**config.mk**
```make
export PLATFORM = sky130hd
export DESIGN_NAME = demux_lane_collector
export DESIGN_NICKNAME = d
export VERILOG_FILES = /design/src/rtl/demux_lane_collector_pkg.sv /design/src/rtl/demux_lane_collector_lane_shift_assembler.sv /design/src/rtl/demux_lane_collector.sv
export SDC_FILE = /design/constraint.sdc
export NUM_CORES = 1
export LEC_CHECK = 0
export BUFFER_PORTS_ARGS = -buffer_cell sky130_fd_sc_hd__clkbuf_2
export CAP_MARGIN = 20
export CELL_PAD_IN_SITES_DETAIL_PLACEMENT = 1
export CELL_PAD_IN_SITES_GLOBAL_PLACEMENT = 1
export CORE_MARGIN = 2
export CORE_UTILIZATION = 46
export DETAILED_ROUTE_END_ITERATION = 10
export PLACE_DENSITY_LB_ADDON = 0.25
export SYNTH_ARGS = -nofsm -noshare
export SYNTH_HDL_FRONTEND = slang
export SYNTH_SLANG_ARGS = --single-unit
```
**constraint.sdc**
```tcl
create_clock -name clk -period 2.5 [get_ports clk]
set_clock_uncertainty 0.2 [all_clocks]
set_input_delay 0.25 -clock clk [delete_from_list [all_inputs] [get_ports clk]]
set_output_delay 0.25 -clock clk [all_outputs]
set_load 0.02 [all_outputs]
```
**src/rtl/demux_lane_collector_pkg.sv**
```systemverilog
// Shared lane definitions and the round-robin lane picker for the demux lane collector.
package demux_lane_collector_pkg;

  localparam int NUM_LANES = 4;
  localparam int LANE_W    = 2;

  typedef logic [LANE_W-1:0] lane_t;

  typedef struct packed {
    logic  found;
    lane_t lane;
  } rr_pick_t;

  // First requesting lane after ptr, wrapping modulo NUM_LANES; ptr itself is checked last.
  function automatic rr_pick_t rr_pick(input lane_t ptr, input logic [NUM_LANES-1:0] req);
    rr_pick_t r;
    lane_t    cand;
    r.found = 1'b0;
    r.lane  = ptr;
    // Walk from the farthest candidate to the nearest so the nearest requester is kept.
    for (int k = NUM_LANES; k >= 1; k--) begin
      cand = ptr + lane_t'(k);
      if (req[cand]) begin
        r.found = 1'b1;
        r.lane  = cand;
      end
    end
    return r;
  endfunction

endpackage

```
**src/rtl/demux_lane_collector_lane_shift_assembler.sv**
```systemverilog
// One lane: serial-to-parallel shift register, bit counter and a single-word hold slot.
module lane_shift_assembler
  import demux_lane_collector_pkg::*;
#(
  parameter int WIDTH = 8
) (
  input  logic             clk,
  input  logic             rst,
  input  logic             strobe,
  input  logic             din,
  input  logic             drain,
  output logic [WIDTH-1:0] hold,
  output logic             hold_full,
  output logic             done
);

  localparam int CW = (WIDTH > 2) ? $clog2(WIDTH) : 1;
  localparam logic [CW-1:0] LAST = CW'(WIDTH - 1);

  logic [WIDTH-1:0] shreg;
  logic [CW-1:0]    cnt;
  logic             done_p1;
  logic             accept;

  // A completed word is only taken if the slot is free or being emptied this cycle.
  assign accept = done_p1 && (!hold_full || drain);
  assign done   = done_p1;

  // Stage p0 -> p1: shift in lane bits, count them, flag the edge that completed a word.
  always_ff @(posedge clk) begin
    if (rst) begin
      shreg   <= '0;
      cnt     <= '0;
      done_p1 <= 1'b0;
    end else begin
      if (strobe) begin
        shreg <= {shreg[WIDTH-2:0], din};
        cnt   <= (cnt == LAST) ? '0 : cnt + 1'b1;
      end
      done_p1 <= strobe && (cnt == LAST);
    end
  end

  // Stage p1 -> hold: move the finished word into the hold slot, or leave the old word on a drop.
  always_ff @(posedge clk) begin
    if (rst) begin
      hold      <= '0;
      hold_full <= 1'b0;
    end else if (accept) begin
      hold      <= shreg;
      hold_full <= 1'b1;
    end else if (drain) begin
      hold_full <= 1'b0;
    end
  end

endmodule

```
**src/rtl/demux_lane_collector.sv**
```systemverilog
// Collects serial bits from four demux lanes into words and merges them onto one valid/ready port.
module demux_lane_collector
  import demux_lane_collector_pkg::*;
#(
  parameter int WIDTH = 8
) (
  input  logic                 clk,
  input  logic                 rst,
  input  logic                 bit_valid,
  input  logic [LANE_W-1:0]    sel,
  input  logic                 din_0,
  input  logic                 din_1,
  input  logic                 din_2,
  input  logic                 din_3,
  output logic [WIDTH-1:0]     word_data,
  output logic [LANE_W-1:0]    word_chan,
  output logic                 word_valid,
  input  logic                 word_ready,
  output logic [NUM_LANES-1:0] overflow,
  input  logic                 ovf_clr
);

  logic [NUM_LANES-1:0] din_vec;
  logic [NUM_LANES-1:0] hold_full;
  logic [NUM_LANES-1:0] done;
  logic [NUM_LANES-1:0] drain;
  logic [NUM_LANES-1:0] drop;
  logic [WIDTH-1:0]     hold [NUM_LANES];
  lane_t                ptr;
  logic                 load;
  rr_pick_t             pick;

  assign din_vec = {din_3, din_2, din_1, din_0};
  assign load    = !word_valid || word_ready;
  assign pick    = rr_pick(ptr, hold_full);

  for (genvar g = 0; g < NUM_LANES; g++) begin : g_lane
    assign drain[g] = load && pick.found && (pick.lane == lane_t'(g));
    assign drop[g]  = done[g] && hold_full[g] && !drain[g];

    lane_shift_assembler #(.WIDTH(WIDTH)) u_lane (
      .clk       (clk),
      .rst       (rst),
      .strobe    (bit_valid && (sel == lane_t'(g))),
      .din       (din_vec[g]),
      .drain     (drain[g]),
      .hold      (hold[g]),
      .hold_full (hold_full[g]),
      .done      (done[g])
    );
  end

  // Output register: load the next full lane in round-robin order whenever the slot is free or consumed.
  always_ff @(posedge clk) begin
    if (rst) begin
      word_data  <= '0;
      word_chan  <= '0;
      word_valid <= 1'b0;
      ptr        <= lane_t'(NUM_LANES - 1);
    end else if (load) begin
      if (pick.found) begin
        word_data  <= hold[pick.lane];
        word_chan  <= pick.lane;
        word_valid <= 1'b1;
        ptr        <= pick.lane;
      end else begin
        word_valid <= 1'b0;
      end
    end
  end

  // Sticky overflow flags; a new drop in the same cycle as a clear keeps its flag set.
  always_ff @(posedge clk) begin
    if (rst) begin
      overflow <= '0;
    end else begin
      overflow <= (ovf_clr ? '0 : overflow) | drop;
    end
  end

endmodule

```
==> qor.yml <==
timing:
  setup_viol: 0
  fin_crit_ns: 2.29
  whs_ns: 0.0104
  max_freq_ghz: 0.437
  final_max_slew_viol_count: 0
  rsz0062_at_grt: "no"
  post-route-period-util: 0.915
  slew_headroom: 0.587
  setup_tns_ns: 0
  hold_violations: 0
  worst_pin_slew_ns: 0.616
synthesis:
  syn_inst: 470
  synth_flop_cell: "dfxtp_1"
  synth-edff-count: 0
  yosysUniqueCellTypes: 34
  syn_nets: 489
  ys_seq_elements: 101
  syn_area_per_cell_um2: 9.19
  synthArstFlopShare: 0
  yosysSeqAreaShare: 0.468
  netlist_area_um2: 4320
  yosysWarnings: 0
global_routing:
  grt_antenna_before_repair: 0
  overflow: 0
  grt_usage: 0.198
  grt_pass1_vias: 3271
  grt_max_degree: 94
  grt_pass1_wl_um: 16000
clocking:
  cts_root_buf: "clkbuf_8"
  cts_buffers: 9
  cts-resized-gates: 0
  cts_sinks: 101
  htreeDepth: 3
  cts_setup_buffers: 0
  holdBufCountCts: 4
  cts_tree: "done"
  cts_max_path_buffers: 2
  path_clk_slew_ns: 0.09
  clock_latency_ns: 0.36
die:
  core_um2: 9150
  die_height_um: 101
  die-area_um2: 10200
  die_w_um: 101
  start_util: 0.472
  num_io_pins: 26
  row_count: 35
worst_setup_path:
  critPathRequiredTime_ns: 2.58
  worstSetupPathType: "reg2reg"
  cp_max_fo: 9
  cp-end-kind: "register"
  arrival_ns: 2.37
  start_kind: "register"
routing:
  met1_length_um: 4580
  vias: 3269
  drt_iter0_drc: 112
  wl_met3_um: 293
  routedWlPerCell_um: 15.8
  routed.top_layer: "met4"
  drc: 0
  viasPerCell: 5.41
  dr.pass1.iters: 4
  drtAntennaViolNets: 0
  wl_met2_um: 4570
  finalWirelength_um: 9530
place:
  dp_cells: 584
  dp_hpwl_um: 6680
  port-buffer-count: 25
  gp_congestion: 0.793
  placed_cell_area_um2: 4520
finish:
  syn_to_final_growth_pct: 10.4
  layout.cells.non_filler: 604
  drive_above_1_share: 0.114
  layout_common_cells: "dfxtp_1 (101), nand2_1 (87), nand2b_1 (67), a21oi_1 (54), mux2i_1 (49)"
  final_util: 0.521
  fin_nets: 507
  design_area_um2: 4770
  ff_latch_area_um2: 2020
  multiInputGateArea_um2: 2160
  antenna_cells: 0
  layout_commonest_cell: "dfxtp_1"
  fill_cells: 1064
worst_hold_path:
  hp-class: "in2reg"
pwr:
  ir_drop_v: 0.000279
  p_int_uw: 2200
  clkPwrFrac: 0.386
  switchingPower_uw: 601
  pwr_density_cell_nw_per_um2: 587
  swShare: 0.215
  leakage_uw: 0.00168
  seq_power_share: 0.578
  p_comb_frac: 0.035
flow_run:
  cap_violations: 0
run_status:
  status: "completed"
==> logic make-up (layout without fill, tap and decap cells) <==
group	after synthesis	after routing	share of synthesized area
AND/OR/NAND/NOR	203	203	0.247
flip-flops	101	101	0.468
AO/OA/AOI/OAI	78	78	0.118
multiplexers	49	49	0.114
buffers and inverters	31	54	0.0307
adder cells (fa/ha/maj)	8	8	0.0232
==> cells in the mapped netlist (all sizes together) (2+ instances only) <==
| cell | count | share of area |
|---|---|---|
| dfxtp | 101 | 0.47 |
| nand3 | 5 | 0.0058 |
| or3b | 4 | 0.0081 |
| buf | 3 | 0.0064 |
| and3b | 2 | 0.0041 |
| clkbuf | 24 | 0.021 |
| nand3b | 10 | 0.017 |
| o31ai | 4 | 0.0081 |
| nand2b | 67 | 0.097 |
| o22ai | 4 | 0.019 |
| nor3 | 5 | 0.0084 |
| nor2 | 9 | 0.0078 |
| or3 | 2 | 0.0029 |
| nand2 | 87 | 0.076 |
| nor2b | 2 | 0.0029 |
| inv | 4 | 0.0035 |
| a21oi | 54 | 0.063 |
| nor3b | 6 | 0.010 |
| o221ai | 8 | 0.016 |
| ha | 8 | 0.023 |
| o21ai | 4 | 0.0046 |
| mux2i | 49 | 0.11 |
==> metrics by stage <==
step	setup WS, ns	total power (uW)
floorplan	0.544	1720
global placement	0.357	1750
detailed placement	0.233	1750
CTS	0.208	2840
global route	0.0713	2910
finish	0.213	2800
==> sequential cells by signal, indices dropped and copies added, names as in the netlist <==
signal / count
g_lane.u_lane.done: 4
g_lane.u_lane.hold_full: 4
g_lane.u_lane.shreg: 32
g_lane.u_lane.cnt: 12
g_lane.u_lane.hold: 32
word_chan: 2
ptr: 2
word_valid: 1
overflow: 4
word_data: 8
==> worst paths after layout <==
path	endpoint	slack (ns)	cells past startpoint	from
max	g_lane[0].u_lane.hold[5]	0.21	6	ptr[1]
min	overflow[3]	0.01	3	ovf_clr
max reg2reg	g_lane[0].u_lane.hold[5]	0.21	6	ptr[1]
min reg2reg	g_lane[2].u_lane.cnt[1]	0.26	2	g_lane[2].u_lane.cnt[1]
==> critical path, stage by stage (launching register included) <==
cell and delay (ns):
dfxtp_1 0.48, mux2i_1 0.24, nor2_1 0.10, or3_1 0.38
buf_4 0.21, o22ai_4 0.35, mux2i_1 0.25
==> power by group through the flow <==
stage	Combinational [uW]	Clock, uW	Sequential (uW)
final	98.7	1080	1620
after detailed placement	95.2	0	1660
after CTS	99.9	1120	1620
after global placement	93.1	0	1660
after global routing	111	1180	1620
after floorplan	68.7	0	1660
==> cell type report <==
cell class	count	share of cell area
clock buffers	13	0.0354
multi-input cells	338	0.454
repair buffers	34	0.0457
clock inverters	3	0.00892
well taps	111	0.0291
inverters	4	0.00315
flip-flops and latches	101	0.424
==> per-layer routing <==
layer  global-route usage  vias up
li1                     -     1631
met1                0.255     1577
met2                0.335       53
met3               0.0416        8
met4               0.0506        0
met5                    0        -
No activity file was read; power rests on OpenSTA's default activity.
